$ cat src/rtl/adder_axi_master.sv
// AXI4-Lite master that sequences the adder peripheral: write r0, r1, ctrl, poll status, read r2.
// Optional poll timeout enabled by ADDER_AXI_MASTER_POLL_TIMEOUT_EN.
//
// state       | meaning
// S_IDLE      | waiting for a job, o_ready=1
// S_WADDR     | AW and W offered, each dropped on its own handshake
// S_WRESP     | waiting for B
// S_POLL_WAIT | idle gap before the next status read
// S_RADDR     | AR offered
// S_RDATA     | waiting for R
// S_OUT       | result offered on o_valid
module adder_axi_master #(
  parameter int C_M_AXI_ADDR_WIDTH = 32,
  parameter int C_M_AXI_DATA_WIDTH = 32,
  parameter logic [C_M_AXI_ADDR_WIDTH-1:0] BASE_ADDR = '0,
  parameter int POLL_GAP = 2,
  parameter int POLL_LIMIT = 1024
) (
  input  logic                              M_AXI_ACLK,
  input  logic                              M_AXI_ARESET,
  input  logic                              i_valid,
  output logic                              o_ready,
  input  logic [31:0]                       i_op0,
  input  logic [31:0]                       i_op1,
  input  logic                              i_op,
  output logic                              o_valid,
  input  logic                              i_ready,
  output logic [31:0]                       o_result,
  output logic                              o_err,
  output logic [C_M_AXI_ADDR_WIDTH-1:0]     M_AXI_AWADDR,
  output logic [2:0]                        M_AXI_AWPROT,
  output logic                              M_AXI_AWVALID,
  input  logic                              M_AXI_AWREADY,
  output logic [C_M_AXI_DATA_WIDTH-1:0]     M_AXI_WDATA,
  output logic [C_M_AXI_DATA_WIDTH/8-1:0]   M_AXI_WSTRB,
  output logic                              M_AXI_WVALID,
  input  logic                              M_AXI_WREADY,
  input  logic [1:0]                        M_AXI_BRESP,
  input  logic                              M_AXI_BVALID,
  output logic                              M_AXI_BREADY,
  output logic [C_M_AXI_ADDR_WIDTH-1:0]     M_AXI_ARADDR,
  output logic [2:0]                        M_AXI_ARPROT,
  output logic                              M_AXI_ARVALID,
  input  logic                              M_AXI_ARREADY,
  input  logic [C_M_AXI_DATA_WIDTH-1:0]     M_AXI_RDATA,
  input  logic [1:0]                        M_AXI_RRESP,
  input  logic                              M_AXI_RVALID,
  output logic                              M_AXI_RREADY
);

  localparam int AW = C_M_AXI_ADDR_WIDTH;
  localparam int DW = C_M_AXI_DATA_WIDTH;
  localparam logic [AW-1:0] ADDR_R0   = BASE_ADDR;
  localparam logic [AW-1:0] ADDR_R1   = BASE_ADDR + AW'(4);
  localparam logic [AW-1:0] ADDR_R2   = BASE_ADDR + AW'(8);
  localparam logic [AW-1:0] ADDR_CTRL = BASE_ADDR + AW'(12);

  if (DW != 32) begin : g_dw_check
    $error("adder_axi_master supports only a 32-bit data bus");
  end
  if (POLL_LIMIT < 1) begin : g_limit_check
    $error("adder_axi_master POLL_LIMIT must be at least 1");
  end

  typedef enum logic [2:0] {
    S_IDLE, S_WADDR, S_WRESP, S_POLL_WAIT, S_RADDR, S_RDATA, S_OUT
  } state_t;

  state_t        state_q, state_d;
  logic [1:0]    idx_q, idx_d;
  logic [31:0]   op0_q, op0_d, op1_q, op1_d;
  logic          op_q, op_d;
  logic          awvalid_q, awvalid_d, wvalid_q, wvalid_d, bready_q, bready_d;
  logic          arvalid_q, arvalid_d, rready_q, rready_d;
  logic [AW-1:0] awaddr_q, awaddr_d, araddr_q, araddr_d;
  logic [DW-1:0] wdata_q, wdata_d;
  logic          rd_status_q, rd_status_d;
  logic [15:0]   gap_q, gap_d;
  logic [31:0]   result_q, result_d;
  logic          err_q, err_d;
  logic          enter_poll;
`ifdef ADDER_AXI_MASTER_POLL_TIMEOUT_EN
  logic [31:0]   poll_q, poll_d;
`endif

  always_ff @(posedge M_AXI_ACLK or posedge M_AXI_ARESET) begin
    if (M_AXI_ARESET) begin
      state_q     <= S_IDLE;
      idx_q       <= '0;
      op0_q       <= '0;
      op1_q       <= '0;
      op_q        <= 1'b0;
      awvalid_q   <= 1'b0;
      wvalid_q    <= 1'b0;
      bready_q    <= 1'b0;
      arvalid_q   <= 1'b0;
      rready_q    <= 1'b0;
      awaddr_q    <= '0;
      araddr_q    <= '0;
      wdata_q     <= '0;
      rd_status_q <= 1'b0;
      gap_q       <= '0;
      result_q    <= '0;
      err_q       <= 1'b0;
`ifdef ADDER_AXI_MASTER_POLL_TIMEOUT_EN
      poll_q      <= '0;
`endif
    end else begin
      state_q     <= state_d;
      idx_q       <= idx_d;
      op0_q       <= op0_d;
      op1_q       <= op1_d;
      op_q        <= op_d;
      awvalid_q   <= awvalid_d;
      wvalid_q    <= wvalid_d;
      bready_q    <= bready_d;
      arvalid_q   <= arvalid_d;
      rready_q    <= rready_d;
      awaddr_q    <= awaddr_d;
      araddr_q    <= araddr_d;
      wdata_q     <= wdata_d;
      rd_status_q <= rd_status_d;
      gap_q       <= gap_d;
      result_q    <= result_d;
      err_q       <= err_d;
`ifdef ADDER_AXI_MASTER_POLL_TIMEOUT_EN
      poll_q      <= poll_d;
`endif
    end
  end

  always_comb begin
    state_d     = state_q;
    idx_d       = idx_q;
    op0_d       = op0_q;
    op1_d       = op1_q;
    op_d        = op_q;
    awvalid_d   = awvalid_q;
    wvalid_d    = wvalid_q;
    bready_d    = bready_q;
    arvalid_d   = arvalid_q;
    rready_d    = rready_q;
    awaddr_d    = awaddr_q;
    araddr_d    = araddr_q;
    wdata_d     = wdata_q;
    rd_status_d = rd_status_q;
    gap_d       = gap_q;
    result_d    = result_q;
    err_d       = err_q;
    enter_poll  = 1'b0;
`ifdef ADDER_AXI_MASTER_POLL_TIMEOUT_EN
    poll_d      = poll_q;
`endif

    case (state_q)
      S_IDLE: begin
        if (i_valid) begin
          op0_d     = i_op0;
          op1_d     = i_op1;
          op_d      = i_op;
          idx_d     = 2'd0;
          awvalid_d = 1'b1;
          wvalid_d  = 1'b1;
          awaddr_d  = ADDR_R0;
          wdata_d   = DW'(i_op0);
          err_d     = 1'b0;
          result_d  = '0;
          state_d   = S_WADDR;
        end
      end
      S_WADDR: begin
        if (M_AXI_AWREADY) awvalid_d = 1'b0;
        if (M_AXI_WREADY)  wvalid_d  = 1'b0;
        if (!awvalid_d && !wvalid_d) begin
          bready_d = 1'b1;
          state_d  = S_WRESP;
        end
      end
      S_WRESP: begin
        if (M_AXI_BVALID) begin
          bready_d = 1'b0;
          if (M_AXI_BRESP != 2'b00) begin
            err_d   = 1'b1;
            state_d = S_OUT;
          end else if (idx_q != 2'd2) begin
            idx_d     = idx_q + 2'd1;
            awvalid_d = 1'b1;
            wvalid_d  = 1'b1;
            if (idx_q == 2'd0) begin
              awaddr_d = ADDR_R1;
              wdata_d  = DW'(op1_q);
            end else begin
              awaddr_d = ADDR_CTRL;
              wdata_d  = DW'({30'b0, op_q, 1'b1});
            end
            state_d = S_WADDR;
          end else begin
`ifdef ADDER_AXI_MASTER_POLL_TIMEOUT_EN
            poll_d = '0;
`endif
            enter_poll = 1'b1;
          end
        end
      end
      S_POLL_WAIT: begin
        if (gap_q == '0) begin
          arvalid_d   = 1'b1;
          araddr_d    = ADDR_CTRL;
          rd_status_d = 1'b1;
          state_d     = S_RADDR;
        end else begin
          gap_d = gap_q - 16'd1;
        end
      end
      S_RADDR: begin
        if (M_AXI_ARREADY) begin
          arvalid_d = 1'b0;
          rready_d  = 1'b1;
          state_d   = S_RDATA;
        end
      end
      S_RDATA: begin
        if (M_AXI_RVALID) begin
          rready_d = 1'b0;
          if (M_AXI_RRESP != 2'b00) begin
            err_d   = 1'b1;
            state_d = S_OUT;
          end else if (rd_status_q) begin
            if (M_AXI_RDATA[DW-1]) begin
              arvalid_d   = 1'b1;
              araddr_d    = ADDR_R2;
              rd_status_d = 1'b0;
              state_d     = S_RADDR;
            end else begin
`ifdef ADDER_AXI_MASTER_POLL_TIMEOUT_EN
              if (poll_q == 32'(POLL_LIMIT - 1)) begin
                err_d    = 1'b1;
                result_d = '0;
                state_d  = S_OUT;
              end else begin
                poll_d     = poll_q + 32'd1;
                enter_poll = 1'b1;
              end
`else
              enter_poll = 1'b1;
`endif
            end
          end else begin
            result_d = 32'(M_AXI_RDATA);
            state_d  = S_OUT;
          end
        end
      end
      S_OUT: begin
        if (i_ready) state_d = S_IDLE;
      end
      default: state_d = S_IDLE;
    endcase

    // A zero gap skips POLL_WAIT entirely so the status read follows immediately.
    if (enter_poll) begin
      if (POLL_GAP == 0) begin
        arvalid_d   = 1'b1;
        araddr_d    = ADDR_CTRL;
        rd_status_d = 1'b1;
        state_d     = S_RADDR;
      end else begin
        gap_d   = 16'(POLL_GAP - 1);
        state_d = S_POLL_WAIT;
      end
    end
  end

  assign o_ready       = (state_q == S_IDLE);
  assign o_valid       = (state_q == S_OUT);
  assign o_result      = result_q;
  assign o_err         = err_q;
  assign M_AXI_AWADDR  = awaddr_q;
  assign M_AXI_AWPROT  = 3'b000;
  assign M_AXI_AWVALID = awvalid_q;
  assign M_AXI_WDATA   = wdata_q;
  assign M_AXI_WSTRB   = {(DW/8){1'b1}};
  assign M_AXI_WVALID  = wvalid_q;
  assign M_AXI_BREADY  = bready_q;
  assign M_AXI_ARADDR  = araddr_q;
  assign M_AXI_ARPROT  = 3'b000;
  assign M_AXI_ARVALID = arvalid_q;
  assign M_AXI_RREADY  = rready_q;

endmodule

$ cat config.mk
export PLATFORM = sky130hd
export DESIGN_NAME = adder_axi_master
export DESIGN_NICKNAME = d
export VERILOG_FILES = /design/src/rtl/adder_axi_master.sv
export SDC_FILE = /design/constraint.sdc
export NUM_CORES = 1
export LEC_CHECK = 0
export BUFFER_PORTS_ARGS = -buffer_cell sky130_fd_sc_hd__buf_2
export CAP_MARGIN = 20
export CORE_MARGIN = 4
export CORE_UTILIZATION = 50
export DETAILED_ROUTE_END_ITERATION = 10
export PLACE_DENSITY = 0.84
export SLEW_MARGIN = 15
export SYNTH_ARGS = -nofsm -noshare
export SYNTH_HDL_FRONTEND = slang
export SYNTH_SLANG_ARGS = --single-unit
export TNS_END_PERCENT = 100
$ cat constraint.sdc
create_clock -name M_AXI_ACLK -period 9.85 [get_ports M_AXI_ACLK]
set_clock_uncertainty 0.2 [all_clocks]
set_input_delay 0.985 -clock M_AXI_ACLK [delete_from_list [all_inputs] [get_ports M_AXI_ACLK]]
set_output_delay 0.985 -clock M_AXI_ACLK [all_outputs]
set_load 0.05 [all_outputs]
Word level (Yosys, flattened, before mapping)
Index checks and enable logic that the tools add are counted.
{"block": "totals", "ff_bits": 189, "input_bits": 110, "output_inout_bits": 146, "elab_cells": 162}
{"block": "op_classes", "addsub": 2, "eq_ne": 31, "muxes": 84, "reduce_logical": 29}
{"cell": "$mux W32", "n": 17}
{"cell": "$pmux W32 S2", "n": 4}
{"cell": "$mux W16", "n": 3}
{"cell": "$mux W3", "n": 13}
{"cell": "$mux W1", "n": 32}
{"cell": "$ne A2 B2 Y1 const B", "n": 16}
{"cell": "$pmux W3 S7", "n": 1}
{"cell": "$logic_not A16 Y1", "n": 1}
{"cell": "$reduce_bool A2 Y1", "n": 8}
{"cell": "$sub A16 B1 Y16 const B", "n": 1}
{"cell": "$ne A3 B3 Y1 const B", "n": 5}
{"cell": "$reduce_and A5 Y1", "n": 3}
{"cell": "$pmux W1 S3", "n": 4}
{"cell": "$reduce_and A6 Y1", "n": 2}
{"cell": "$eq A3 B3 Y1 const B", "n": 3}
{"cell": "$reduce_and A9 Y1", "n": 1}
{"cell": "$reduce_bool A3 Y1", "n": 3}
{"cell": "$mux W2", "n": 4}
{"cell": "$pmux W1 S2", "n": 4}
{"cell": "$reduce_and A7 Y1", "n": 1}
{"cell": "$eq A3 B2 Y1 const B", "n": 2}
{"cell": "$reduce_and A3 Y1", "n": 2}
{"cell": "$ne A5 B5 Y1 const B", "n": 1}
{"cell": "$mux W4", "n": 1}
{"cell": "other kinds (12)", "n": 14}

Logic depth before layout (Yosys ltp)
Gate-level depths: netlist of run 1.
{"block": "depth", "ltp_word": 7, "depth_mapped": 8, "ltp_nobuf": 6}

Worst setup path before layout of run 1
No wires, ideal clock.
{"block": "synth_path", "path_kind": "reg-to-output", "startpoint": "reg state_q[0]", "endpoint": "out o_valid", "t_arrival_ns": 1.872, "required_ns": 8.665, "setup_slack_ns": 6.793, "stages_incl_launch_ff": 4, "path_cell_list": "dfrtp_1 > buf_2 > buf_1 > nor3b_1"}
{"block": "synth_between", "elab_chain_len": 1}
{"element": "start: declaration", "line": "69", "text": "state_t state_q, state_d;"}
{"element": "start signal: assignment", "line": "109", "text": "state_q <= state_d;"}
{"element": "$eq A3 B3 Y1", "line": "275", "text": "assign o_valid = (state_q == S_OUT);"}
{"element": "end: declaration", "line": "26", "text": "output logic o_valid,"}
Every way passes these cells.

Final worst setup path of run 1
{"block": "layout_path", "startpoint": "reg state_q[1]", "endpoint": "out o_valid"}
Same word-level chain as after synthesis.

==> results, run 1 <==
- The run finished with clean final reports.
- The number of hold buffers added after CTS was 0.
- The element type at the critical path end is an output pin.
- The number of port buffers is 185.
- The count of clock tree sinks is 129.
- Dividing the synthesized area by the synthesized cell count gives 10.54 sq um.
- The number of fill cells is 1012.
- From bottom edge to top edge, the die measures 119.8 um.
- The setup slack after layout is 6601 ps.
- The number of buffers created by CTS is 17.
- The max-slew violation count is 0.
- The floorplan has 40 rows.
- After detailed routing, the number of remaining DRC violations is 0.
- Traced cell by cell, the critical path runs through inv_1 -> nor3b_1 -> buf_2.
- The number of global-route vias before repair was 4752.
- After detailed routing, the number of vias per cell comes to 5.250.
- Dividing the final minimum period by the clock period gives 0.3299.
- In this run the static leakage power is 3.715 nW.
- No sink is reached through more buffers than the 2 on the longest clock path.
- Dividing the detail-routed wire length by the instance count gives 16.09 um.
- At the end of routability-driven placement, the weighted congestion stood at 0.8463.
- Setup violations remaining at the end of the flow were counted as 0.
- Entering global routing, the biggest net connects 78 pins.
- Timing would allow up to 307.8 MHz.
- The root buffer cell is sky130_fd_sc_hd__clkbuf_16.
- By startpoint and endpoint, the worst setup path is classified as flip-flop to output pin.
- The final routed wirelength across all metal layers is 15.25 mm.
- The combined area of all synthesized cells is 6250 sq um.
- The fraction of final layout cells with drive strength greater than 1 is 0.3590.
- The commonest non-fill, non-tap cell in the layout is sky130_fd_sc_hd__buf_2.
- The normalized max-slew margin is 0.3734.
- The count of nets after finishing is 881.
- The power density relative to cell area is 348.3 nW/um^2.
- The area of the core region is 12110 sq um.
- The most instantiated flip-flop cell in the synthesis netlist is sky130_fd_sc_hd__dfrtp_1.
- For this run, the detailed router's first-pass iteration total came to 5.
- STA classifies the critical path startpoint as a flip-flop.
- The sequential area share after synthesis is 0.5165.
- The slowest stage cell on the critical path is sky130_fd_sc_hd__dfrtp_1.
- The worst path arrival time is 2060 ps.
- The required time of the worst setup path is 8670 ps.
- The min-delay analysis places its worst path in the category flip-flop to flip-flop.
- Final hold analysis gives a worst-case slack of 270.4 ps.
- The final hold violation count is 0.
- The floorplan step set the die width to 119.8 um.
- Once detailed placement completed, the half-perimeter wirelength came to 10.67 mm.
- The number of nets still failing antenna checks after routing is 0.
- The register bit count reported by yosys is 129.
- For this configuration, the core starts out at a cell density of 0.5160.
- The clock tree synthesis step divided the H-tree into 4 levels.
- The largest fanout on the critical path is 17.
- In this run, post-CTS repair resized a total of 0 instances.
- After routing, the total negative slack on setup checks comes to 0 ps.
- Setup repair after global routing left no endpoint under its margin.
- The first-pass GRT wire length is 24.13 mm.
- The CTS tree is done.
- The clock network latency to the later pin of the worst-skew pair is 410 ps.
- During synthesis, Yosys emitted a total of 0 warnings.
- The total die area is 14350 sq um.
- OpenSTA, run right after detailed placement, puts the worst setup slack at 6592 ps.
- The tool flagged a number of max-cap violations equal to 0.
- The clock-pin slew on the worst setup and hold paths is 50 ps.
- The first routing iteration left 233 violations.
- The largest incremental delay on the critical path is 620 ps.
- For this run the aggregate overflow at the end of global routing stands at 0.
- The clock period could shrink to 3249 ps.
- The library cells used most frequently in the layout, excluding fill and tap cells, are sky130_fd_sc_hd__buf_2 (185), sky130_fd_sc_hd__dfrtp_1 (129), sky130_fd_sc_hd__conb_1 (70).
- The number of antenna violations at the first check in global routing is 0.
- After technology mapping, the gate count stands at 593.
- The final route contains 4977 vias.
- VDD sags by at most 0.0002472 V.
- The post-CTS setup repair buffer count is 0.
- Counting distinct cell types in the post-synthesis netlist gives 61.
- At the pin with the least slew margin, the transition time is 939.8 ps.
- The number of flops mapped to enable cells by yosys is 0.
- The number of placed I/O pins is 256.
- In the global route stage, overall resource usage came out at 0.2110.
- The number of antenna repair diodes is 0.
- The area growth from synthesis to layout is 22.60%.
- Counting flops with an async set or reset pin after synthesis yields a share of 1.000.
-- kinds of logic (layout without fill, tap and decap cells) --
kind of cell	Yosys count	in the layout	share of synthesized area
AO/OA/AOI/OAI	119	119	0.1449
XOR/XNOR	6	6	0.008408
adder cells (fa/ha/maj)	4	4	0.008008
buffers and inverters	116	235	0.1135
flip-flops	129	129	0.5165
multiplexers	38	38	0.06787
other	2	70	0.001202
AND/OR/NAND/NOR	179	179	0.1395
-- worst paths after layout --
check | start | to | slack (ps) | depth (start not counted)
setup / recovery | state_q[1] | o_valid | 6600 | 3
hold / removal | M_AXI_ARADDR[3] | M_AXI_ARADDR[3] | 270 | 1
setup reg to reg | gap_q[11] | gap_q[1] | 7180 | 5
hold reg to reg | M_AXI_ARADDR[3] | M_AXI_ARADDR[3] | 270 | 1
max in group asynchronous | M_AXI_ARESET | M_AXI_AWVALID | 7610 | 3
min in group asynchronous | M_AXI_ARESET | o_result[13] | 470 | 2
-- routing by layer --
layer / GRT usage / wire length (um)
met1: 0.2576 / 5952
met4: 0.07731 / 185
met5: 0 / 0
met2: 0.3425 / 7493
met3: 0.07964 / 1621
-- stage by stage --
stage	instances	area [sq um]	util	total power, W
2_1_floorplan	661	6505	-	0.001785
3_3_place_gp	914	7025	0.5801	0.001998
3_5_place_dp	914	7025	0.5801	0.002034
4_1_cts	946	7627	0.6298	0.002675
5_1_grt	948	7662	0.6326	0.002822
6_report	948	7662	0.6326	0.002669
-- worst max-delay path, delay by kind of cell (launching register included) --
kind	cells	cell delay, ps
and+or+nand+nor	1	430
buffers and inverters	2	600
DFF	1	620
-- power breakdown --
group / total [W] / leakage [nW] / internal (W) / switching (W)
Clock: 0.000626 / 0.295 / 0.000404 / 0.000222
Combinational: 0.00114 / 1.86 / 0.000344 / 0.000797
Sequential: 0.000902 / 1.56 / 0.000737 / 0.000165
-- registers in the layout (all words and copies together), names as in the netlist, 2 cells and up --
| name | flops |
|---|---|
| state_q | 3 |
| M_AXI_ARADDR | 2 |
| gap_q | 16 |
| M_AXI_WDATA | 32 |
| idx_q | 2 |
| o_result | 32 |
| op1_q | 32 |
| M_AXI_AWADDR | 2 |
-- cell usage after synthesis (6+ instances only) --
cell / number / area (sq um)
sky130_fd_sc_hd__dfrtp_1: 129 / 3228
sky130_fd_sc_hd__mux2_2: 35 / 394.1
sky130_fd_sc_hd__nand2_1: 55 / 206.5
sky130_fd_sc_hd__a22o_1: 32 / 280.3
sky130_fd_sc_hd__nor2_1: 46 / 172.7
sky130_fd_sc_hd__a21oi_1: 7 / 35.03
sky130_fd_sc_hd__buf_1: 6 / 22.52
sky130_fd_sc_hd__clkbuf_1: 26 / 97.59
sky130_fd_sc_hd__nand3_1: 36 / 180.2
sky130_fd_sc_hd__o31ai_1: 7 / 52.55
sky130_fd_sc_hd__a31oi_1: 30 / 187.7
sky130_fd_sc_hd__inv_1: 10 / 37.54
sky130_fd_sc_hd__buf_4: 70 / 525.5
sky130_fd_sc_hd__o21ai_0: 17 / 85.08
-- area by class of cell --
class | instances | area [sq um] | share of cell area
inverter | 10 | 40.04 | 0.005225
tap | 168 | 210.2 | 0.02743
timing repair buffer | 193 | 1006 | 0.1313
clock inverter | 9 | 103.9 | 0.01355
clock buffer | 23 | 498.0 | 0.06499
sequential | 129 | 3228 | 0.4213
multi-input combinational | 416 | 2576 | 0.3362
(Power assumes the default switching activity.)
==> inputs of run 2 (changes only) <==
- ABC_AREA: unset -> 1
- PLACE_DENSITY: 0.84 -> 0.82
- clock period: 9.85 -> 3.39 ns (I/O delays scaled with it)
==> run 2 against run 1 <==
Count of clock-buffer cells in the layout is 1 lower; routed wire length is 23% higher; worst setup slack worse by 6000 ps; design area is 18% higher; register-to-register slack worse by 6600 ps; core utilization is 5.1 points higher; power grew to 3.5 times the previous value; die area is 7.4% higher; largest power group unchanged.
==> results, run 2 <==
- The total congestion overflow after global routing is 0 (unchanged).
- The count of placed standard cells in the final layout, fillers left out is 1304 (was 948).
- The number of global-route vias before repair is 6127 (was 4752).
- The number of levels the H-tree was split into was 4 (unchanged).
- The register bit count reported by yosys is 129 (unchanged).
- The synthesized-area fraction occupied by and/or/nand/nor cells is 0.2807 (was 0.1395).
- Timing would allow up to 357.1 MHz.
- The commonest non-fill, non-tap cell in the layout was sky130_fd_sc_hd__nand2_1 (was sky130_fd_sc_hd__buf_2).
- The average wire length per cell after detail routing came to 14.37 um (was 16.09 um).
- The total setup violations reported at the end of the flow was 0 (unchanged).
- The combinational group share of total power is 0.507 (was 0.427).
- The multi-input logic area is 2873 sq um (was 2576 sq um).
- The largest incremental delay on the critical path is 700 ps (was 620 ps).
- The total half-perimeter wirelength after legalization and detailed placement is 11.49 mm (was 10.67 mm).
- The count of nets after finishing came to 1229 (was 881).
- The power share of the clock group is 0.205 (was 0.235).
- The first-pass GRT wire length came to 29.08 mm (was 24.13 mm).
- The most frequent cell after synthesis was sky130_fd_sc_hd__nand2_1 (was sky130_fd_sc_hd__dfrtp_1).
- The first-pass detailed-route iteration total is 6 (was 5).
- The launching element type of the critical path is a flip-flop (unchanged).
- The number of port buffers was 185 (unchanged).
- The number of placed I/O pins came to 256 (unchanged).
- The number of buffers created by CTS is 17 (unchanged).
- The start of the worst register-to-register path is state_q[0] (was gap_q[11]).
- The worst vdd rail ir drop is 0.0004722 V (was 0.0002472 V).
- The cell-internal power is 0.004633 W (was 0.001486 W).
- The max-slew violation count is 0 (unchanged).
- The area share of fa/ha/maj cells after synthesis was 0.007420 (was 0.008008).
- The XOR/XNOR share of the synthesized area is 0.01039 (was 0.008408).
- The hold path endpoint is o_result[31] (was M_AXI_ARADDR[3]).
- The combined area of all synthesized cells is 6745 sq um (was 6250 sq um).
- The type of the worst setup path is flip-flop to flip-flop (was flip-flop to output pin).
- The normalized max-slew margin is 0.4469 (was 0.3734).
- The synthesized area per cell came to 7.926 sq um (was 10.54 sq um).
- The total global-route track usage is 0.2393 (was 0.2110).
- The area of the core region is 13240 sq um (was 12110 sq um).
- The power density relative to cell area was 1019 nW/um^2 (was 348.3 nW/um^2).
- The count of clock tree sinks is 129 (unchanged).
- The shortest clock period the worst path allows after layout is 2800 ps.
- The area growth from synthesis to layout came to 34.15% (was 22.60%).
- The root buffer cell is sky130_fd_sc_hd__clkbuf_16 (unchanged).
- Run status: complete, no violations (unchanged).
- The post-CTS setup repair buffer count was 0 (unchanged).
- The number of cells on the worst reg-to-reg path is 6 (was 5).
- The number of maximum-capacitance violations came to 0 (unchanged).
- The worst hold path depth was 3 (was 1).
- Commonest cells after routing, fill and taps aside: sky130_fd_sc_hd__nand2_1 (337), sky130_fd_sc_hd__buf_2 (185), sky130_fd_sc_hd__dfrtp_1 (129) (was sky130_fd_sc_hd__buf_2 (185), sky130_fd_sc_hd__dfrtp_1 (129), sky130_fd_sc_hd__conb_1 (70)).
- The CTS tree is done (unchanged).
- The largest area contributor in the netlist was sky130_fd_sc_hd__dfrtp_1 (unchanged).
- The effective utilization at floorplan was 0.5094 (was 0.5160).
- The worst path arrival time came to 2950 ps (was 2060 ps).
- The proportion of power drawn by flip-flops and latches is 0.288 (was 0.338).
- The final hold violation count came to 0 (unchanged).
- The number of nets still failing antenna checks after routing is 0 (unchanged).
- The slowest stage cell on the critical path is sky130_fd_sc_hd__nor2_4 (was sky130_fd_sc_hd__dfrtp_1).
- The slew at the pin with the worst max-slew slack is 829.6 ps (was 939.8 ps).
- Main area contributors after synthesis: sky130_fd_sc_hd__dfrtp_1 (48%), sky130_fd_sc_hd__nand2_1 (19%), sky130_fd_sc_hd__buf_4 (9.0%) (was sky130_fd_sc_hd__dfrtp_1 (52%), sky130_fd_sc_hd__buf_4 (8.4%), sky130_fd_sc_hd__mux2_2 (6.3%)).
- The number of antenna repair diodes is 0 (unchanged).
- Critical-path cell list: nand3_4 -> o21ai_0 -> nand2_2 -> nor2_4 -> nand3_1 -> nand2_1 (was inv_1 -> nor3b_1 -> buf_2).
- The number of antenna violations at the first check in global routing is 0 (unchanged).
- The leakage power figure came to 5.035 nW (was 3.715 nW).
- The total negative setup slack is 0 ps (unchanged).
- The fraction of power spent switching nets is 0.4973 (was 0.4434).
- The DRC violation count after routing is 0 (unchanged).
- The sequential area share after synthesis came to 0.4786 (was 0.5165).
- The total power is 0.009216 W (was 0.002669 W).
- Setup repair after global routing missed its margin: false (unchanged).
- The endpoint of the worst-slack reg-to-reg timing path is o_result[23] (was gap_q[1]).
- The multiplexer fraction of the synthesized cell area was 0 (was 0.06787).
- The number of rows in the core area is 42 (was 40).
- The fraction of synthesized cell area taken by the top area cell type is 0.4786 (was 0.5165).
- The number of fill cells is 1032 (was 1012).
- The die height is 124.2 um (was 119.8 um).
- The routability congestion estimate is 0.8308 (was 0.8463).
- The number of instances in the placed design was 1177 (was 914).
- The share of synthesized flip-flops with an asynchronous set or reset is 1.000 (unchanged).
- The post-synthesis instance total is 851 (was 593).
- The required time of the worst setup path is 3540 ps (was 8670 ps).
- The final routed wirelength across all metal layers was 18.74 mm (was 15.25 mm).
- The worst setup slack for register-to-register paths came to 590 ps (was 7180 ps).
- The largest fanout on the critical path is 33 (was 17).
- The maximum buffer depth of the clock tree is 2 (unchanged).
- The sum of buffers and inverters on the critical path is 0 (was 2).
- The category of cells accounting for the largest share of critical-path delay is simple AND/OR/NAND/NOR gates (was flip-flops).
- The via density per instance is 4.942 (was 5.250).
- The yosys synthesis warning count is 0 (unchanged).
- The distinct cell type count of the synthesized netlist is 35 (was 61).
- The fraction of final layout cells with drive strength greater than 1 is 0.2172 (was 0.3590).
- The detailed-route via count is 6444 (was 4977).
- The type of the tightest min-delay check is input port to flip-flop (was flip-flop to flip-flop).
- The main combinational cell family by area after synthesis is simple AND/OR/NAND/NOR gates (was compound AO/OA/AOI/OAI gates).
- The area occupied by registers came to 3228 sq um (unchanged).
- The total die area is 15410 sq um (was 14350 sq um).
- The floorplan die width came to 124.2 um (was 119.8 um).
- The element type at the critical path end is a flip-flop (was output pin).
- The switching power of the nets was 0.004583 W (was 0.001184 W).
- The clock-pin slew on the worst setup and hold paths is 60 ps (was 50 ps).
- The number of flops mapped to enable cells by yosys came to 0 (unchanged).
- Top cell types by occurrence after synthesis: sky130_fd_sc_hd__nand2_1 (337), sky130_fd_sc_hd__dfrtp_1 (129), sky130_fd_sc_hd__buf_4 (81) (was sky130_fd_sc_hd__dfrtp_1 (129), sky130_fd_sc_hd__buf_4 (70), sky130_fd_sc_hd__nand2_1 (55)).
- In the finished design, the share of the clock period the worst path needs comes to 0.8261.
- The maximum number of pins on one net before global-route repair is 96 (was 78).
- The violation count after the first detailed-routing iteration is 482 (was 233).
- The most instantiated flip-flop cell in the synthesis netlist is sky130_fd_sc_hd__dfrtp_1 (unchanged).
- The complex-gate fraction of the synthesized area was 0.08848 (was 0.1449).
- The clock network latency to the later pin of the worst-skew pair came to 410 ps (about the same).
- The worst min-delay path startpoint is M_AXI_RDATA[31] (was M_AXI_ARADDR[3]).
==> run 2: cell count changes after synthesis, sizes merged, moves of 7 or more <==
cell    previous run  this run
a22o              34         0
a31oi             30         0
buf               80        91
inv               10        39
mux2              35         0
nand2             55       340
nand3             36        55
o211ai             6        32
o21ai             20        55
o31ai              7         0
xor2               1         8
==> run 2: worst max path at each step <==
| stage | startpoint | slack [ps] | end | cells past startpoint |
|---|---|---|---|---|
| global placement | state_q[0] | 870 | o_result[21] | 6 |
| CTS | state_q[0] | 640 | o_result[23] | 6 |
| global route | state_q[0] | 450 | o_result[23] | 6 |
| finish | state_q[0] | 590 | o_result[23] | 6 |
| detailed placement | state_q[0] | 690 | o_result[23] | 6 |
| floorplan | state_q[2] | 1220 | o_valid | 3 |
==> run 2: layout make-up <==
| class | instances | area share |
|---|---|---|
| clock inverters | 10 | 0.01452 |
| inverters | 39 | 0.01742 |
| well taps | 176 | 0.02434 |
| repair buffers | 288 | 0.2160 |
| clock buffers | 22 | 0.05351 |
| flip-flops and latches | 129 | 0.3567 |
| multi-input cells | 640 | 0.3175 |
==> run 2: cells by family (layout without fill, tap and decap cells) <==
kind of cell / Yosys count / count (layout)
DFF: 129 / 129
other: 2 / 70
and+or+nand+nor: 458 / 458
AOI/OAI and AO/OA: 100 / 100
buffers and inverters: 150 / 359
xor gates and xnor gates: 8 / 8
adders and majority gates: 4 / 4
==> run 2: power groups by stage <==
stage	clock network [W]	registers [W]	logic [W]
after floorplan	0	0.00384	0.00248
after global placement	0	0.00263	0.00446
after detailed placement	0	0.00265	0.00456
after CTS	0.00191	0.00264	0.00465
after global routing	0.00198	0.00273	0.00512
final	0.00189	0.00266	0.00467
==> run 2: through the flow <==
step,hold WS [ps],util,instance area (sq um),worst slack [ps]
final,13.81,0.6833,9049,589.6
after global placement,244.6,0.5646,7477,869.4
after detailed placement,251.7,0.5646,7477,691.0
after global routing,14.90,0.6833,9049,451.2
after floorplan,236.7,-,7004,1224
after CTS,1.654,0.6822,9034,644.5
==> run 2: layer usage <==
layer	GRT usage	up-vias	share of wire
met5	0	-	0
met3	0.06585	35	0.083
li1	-	3108	-
met4	0.08282	0	0.018
met2	0.4095	306	0.50
met1	0.2914	2995	0.40
==> run 2: what timing repair did <==
action,in CTS,in global routing
hold endpoints to repair,222,0
resized for setup,0,0
hold buffers,94,0
==> run 2: tightest hold or removal path: stages <==
cell	delay (ps)
sky130_fd_sc_hd__buf_2	110
sky130_fd_sc_hd__nand3_1	80
sky130_fd_sc_hd__nand2_1	60
==> inputs of run 3 (changes only) <==
- clock period: 3.39 -> 2.8 ns (I/O delays scaled with it)
==> run 3 against run 2 <==
Core utilization increased by 0.15 points; combinational power increased by 23%; first-iteration DRC count decreased by 5.2%; count of clock-buffer cells in the layout increased by 1; sequential share of layout area decreased by 0.079 points; critical path depth increased by 2; register-to-register slack got worse by 140 ps; maximum frequency increased by 19%; die area unchanged; critical path type unchanged.
==> results, run 3 (synthesis results as in run 2) <==
- The met2 layer usage reported by global route is 0.4321 (was 0.4095).
- The number of antenna violations at the first check in global routing came to 1 (was 0).
- The max-slew violation count was 0 (unchanged).
- The violation count after the first detailed-routing iteration is 457 (was 482).
- Setup repair after global routing missed its margin: false (unchanged).
- The total die area came to 15410 sq um (unchanged).
- The number of maximum-capacitance violations is 0 (unchanged).
- The element type at the critical path end is a flip-flop (unchanged).
- The maximum buffer depth of the clock tree was 2 (unchanged).
- The number of placed I/O pins is 256 (unchanged).
- The met1 usage in global routing is 0.2922 (was 0.2914).
- The number of buffers created by CTS was 17 (unchanged).
- The final hold violation count is 0 (unchanged).
- The number of levels the H-tree was split into is 4 (unchanged).
- The placed standard-cell area came to 7490 sq um (was 7477 sq um).
- The worst vdd rail ir drop is 0.0007305 V (was 0.0004722 V).
- The commonest non-fill, non-tap cell in the layout is sky130_fd_sc_hd__nand2_1 (unchanged).
- The number of port buffers is 185 (unchanged).
- The launching element type of the critical path is a flip-flop (unchanged).
- The total negative setup slack is 0 ps (unchanged).
- The area of the core region is 13240 sq um (unchanged).
- The CTS tree is done (unchanged).
- The type of the worst setup path is flip-flop to flip-flop (unchanged).
- The number of nets still failing antenna checks after routing is 0 (unchanged).
- The number of instances resized during post-cts repair was 0 (unchanged).
- The post-route worst hold slack came to 41.57 ps (was 13.81 ps).
- Critical-path cell list: nor2_8 -> inv_4 -> nor2_4 -> buf_4 -> inv_1 -> nor2_1 -> inv_1 -> o21ai_0 (was nand3_4 -> o21ai_0 -> nand2_2 -> nor2_4 -> nand3_1 -> nand2_1).
- The fraction of final layout cells with drive strength greater than 1 is 0.2127 (was 0.2172).
- The number of global-route vias before repair is 6428 (was 6127).
- The via density per instance is 5.019 (was 4.942).
- The shortest clock period the worst path allows after layout is 2346 ps (was 2800 ps).
- The effective utilization at floorplan was 0.5094 (unchanged).
- The required time of the worst setup path is 2930 ps (was 3540 ps).
- The most numerous cell on the critical path is sky130_fd_sc_hd__inv_1.
- The maximum number of pins on one net before global-route repair is 130 (was 96).
- The type of the tightest min-delay check is input port to flip-flop (unchanged).
- The slew at the pin with the worst max-slew slack is 1053 ps (was 829.6 ps).
- The leakage power figure was 5.028 nW (was 5.035 nW).
- The DRC violation count after routing came to 0 (unchanged).
- The normalized max-slew margin was 0.2971 (was 0.4469).
- The post-CTS setup repair buffer count was 0 (unchanged).
- The total congestion overflow after global routing is 0 (unchanged).
- The die height is 124.2 um (unchanged).
- The global routing's busiest layer is met2 (unchanged).
- The clock network latency to the later pin of the worst-skew pair is 420 ps (was 410 ps).
- The count of clock tree sinks is 129 (unchanged).
- The floorplan die width was 124.2 um (unchanged).
- The pre-CTS setup slack is 507.5 ps (was 691.0 ps).
- The share of the cycle needed by the critical path after routing is 0.8378 (was 0.8261).
- The total half-perimeter wirelength after legalization and detailed placement is 11.44 mm (was 11.49 mm).
- The setup slack after layout is 454.1 ps (was 589.6 ps).
- The first-pass GRT wire length is 30.32 mm (was 29.08 mm).
- The total global-route track usage is 0.2539 (was 0.2393).
- The total setup violations reported at the end of the flow is 0 (unchanged).
- The final design instance area without fill is 9069 sq um (was 9049 sq um).
- The worst path arrival time is 2480 ps (was 2950 ps).
- The power density relative to cell area is 1227 nW/um^2 (was 1019 nW/um^2).
- The largest incremental delay on the critical path is 530 ps (was 700 ps).
- The routability congestion estimate was 0.9062 (was 0.8308).
- The number of rows in the core area is 42 (unchanged).
- Run status: complete, no violations (unchanged).
- The maximum clock frequency was 426.3 MHz (was 357.1 MHz).
- The count of nets after finishing is 1234 (was 1229).
- Commonest cells after routing, fill and taps aside: sky130_fd_sc_hd__nand2_1 (337), sky130_fd_sc_hd__buf_2 (185), sky130_fd_sc_hd__dfrtp_1 (129) (unchanged).
- The root buffer cell is sky130_fd_sc_hd__clkbuf_16 (unchanged).
- The slowest stage cell on the critical path was sky130_fd_sc_hd__dfrtp_1 (was sky130_fd_sc_hd__nor2_4).
- The average wire length per cell after detail routing is 14.81 um (was 14.37 um).
- The final routed wirelength across all metal layers is 19.40 mm (was 18.74 mm).
- The largest fanout on the critical path is 64 (was 33).
- The clock-pin slew on the worst setup and hold paths is 50 ps (was 60 ps).
- The detailed-route via count is 6575 (was 6444).
- The area growth from synthesis to layout is 34.45% (was 34.15%).
- The met3 usage in global routing is 0.08629 (was 0.06585).
- The first-pass detailed-route iteration total came to 5 (was 6).
run 3: metrics by stage:
stage               power, W  std cells  utilization
finish               0.01113       1310       0.6848
global route         0.01189       1310       0.6848
CTS                  0.01109       1309       0.6846
detailed placement  0.008783       1177       0.5656
global placement    0.008636       1177       0.5656
floorplan           0.007648        919            -
run 3: power breakdown:
part / internal (W) / switching, W / leakage [nW]
Clock: 0.00135 / 0.000805 / 0.277
Sequential: 0.00269 / 0.000520 / 1.64
Combinational: 0.00146 / 0.00430 / 3.11
run 3: repair_timing:
action	in CTS	in global routing
hold buffers	100	0
setup endpoints to repair	0	0
endpoints found under the hold margin	228	0
run 3: worst max-delay path, delay by kind of cell, from the launching register on:
kind,cells,cell delay [ps]
buffers and inverters,4,840
and+or+nand+nor,3,540
AOI/OAI and AO/OA,1,150
DFF,1,530
run 3: worst paths after layout:
check,depth (start not counted),to,slack [ps],start
setup reg to reg,8,M_AXI_AWADDR[3],450,state_q[0]
hold / removal,4,M_AXI_WVALID,40,M_AXI_WREADY
hold reg to reg,2,M_AXI_WDATA[0],270,M_AXI_WDATA[0]
min in group asynchronous,4,M_AXI_WDATA[27],400,M_AXI_ARESET
setup / recovery,8,M_AXI_AWADDR[3],450,state_q[0]
max in group asynchronous,4,M_AXI_AWVALID,1480,M_AXI_ARESET
run 3: area by class of cell:
type                    instances  area (sq um)
diodes                          1         2.502
clock buffers                  23         467.9
clock inverters                 9         107.6
fillers                      1033          4174
inverters                      39         157.7
multi-input cells             640          2873
flip-flops and latches        129          3228
well taps                     176         220.2
repair buffers                293          2012
run 3: metal layers:
metal,routed length [um],vias up
met1,7389,3082
met4,572,0
met3,1651,57
met2,9783,324
met5,0,-
li1,-,3112
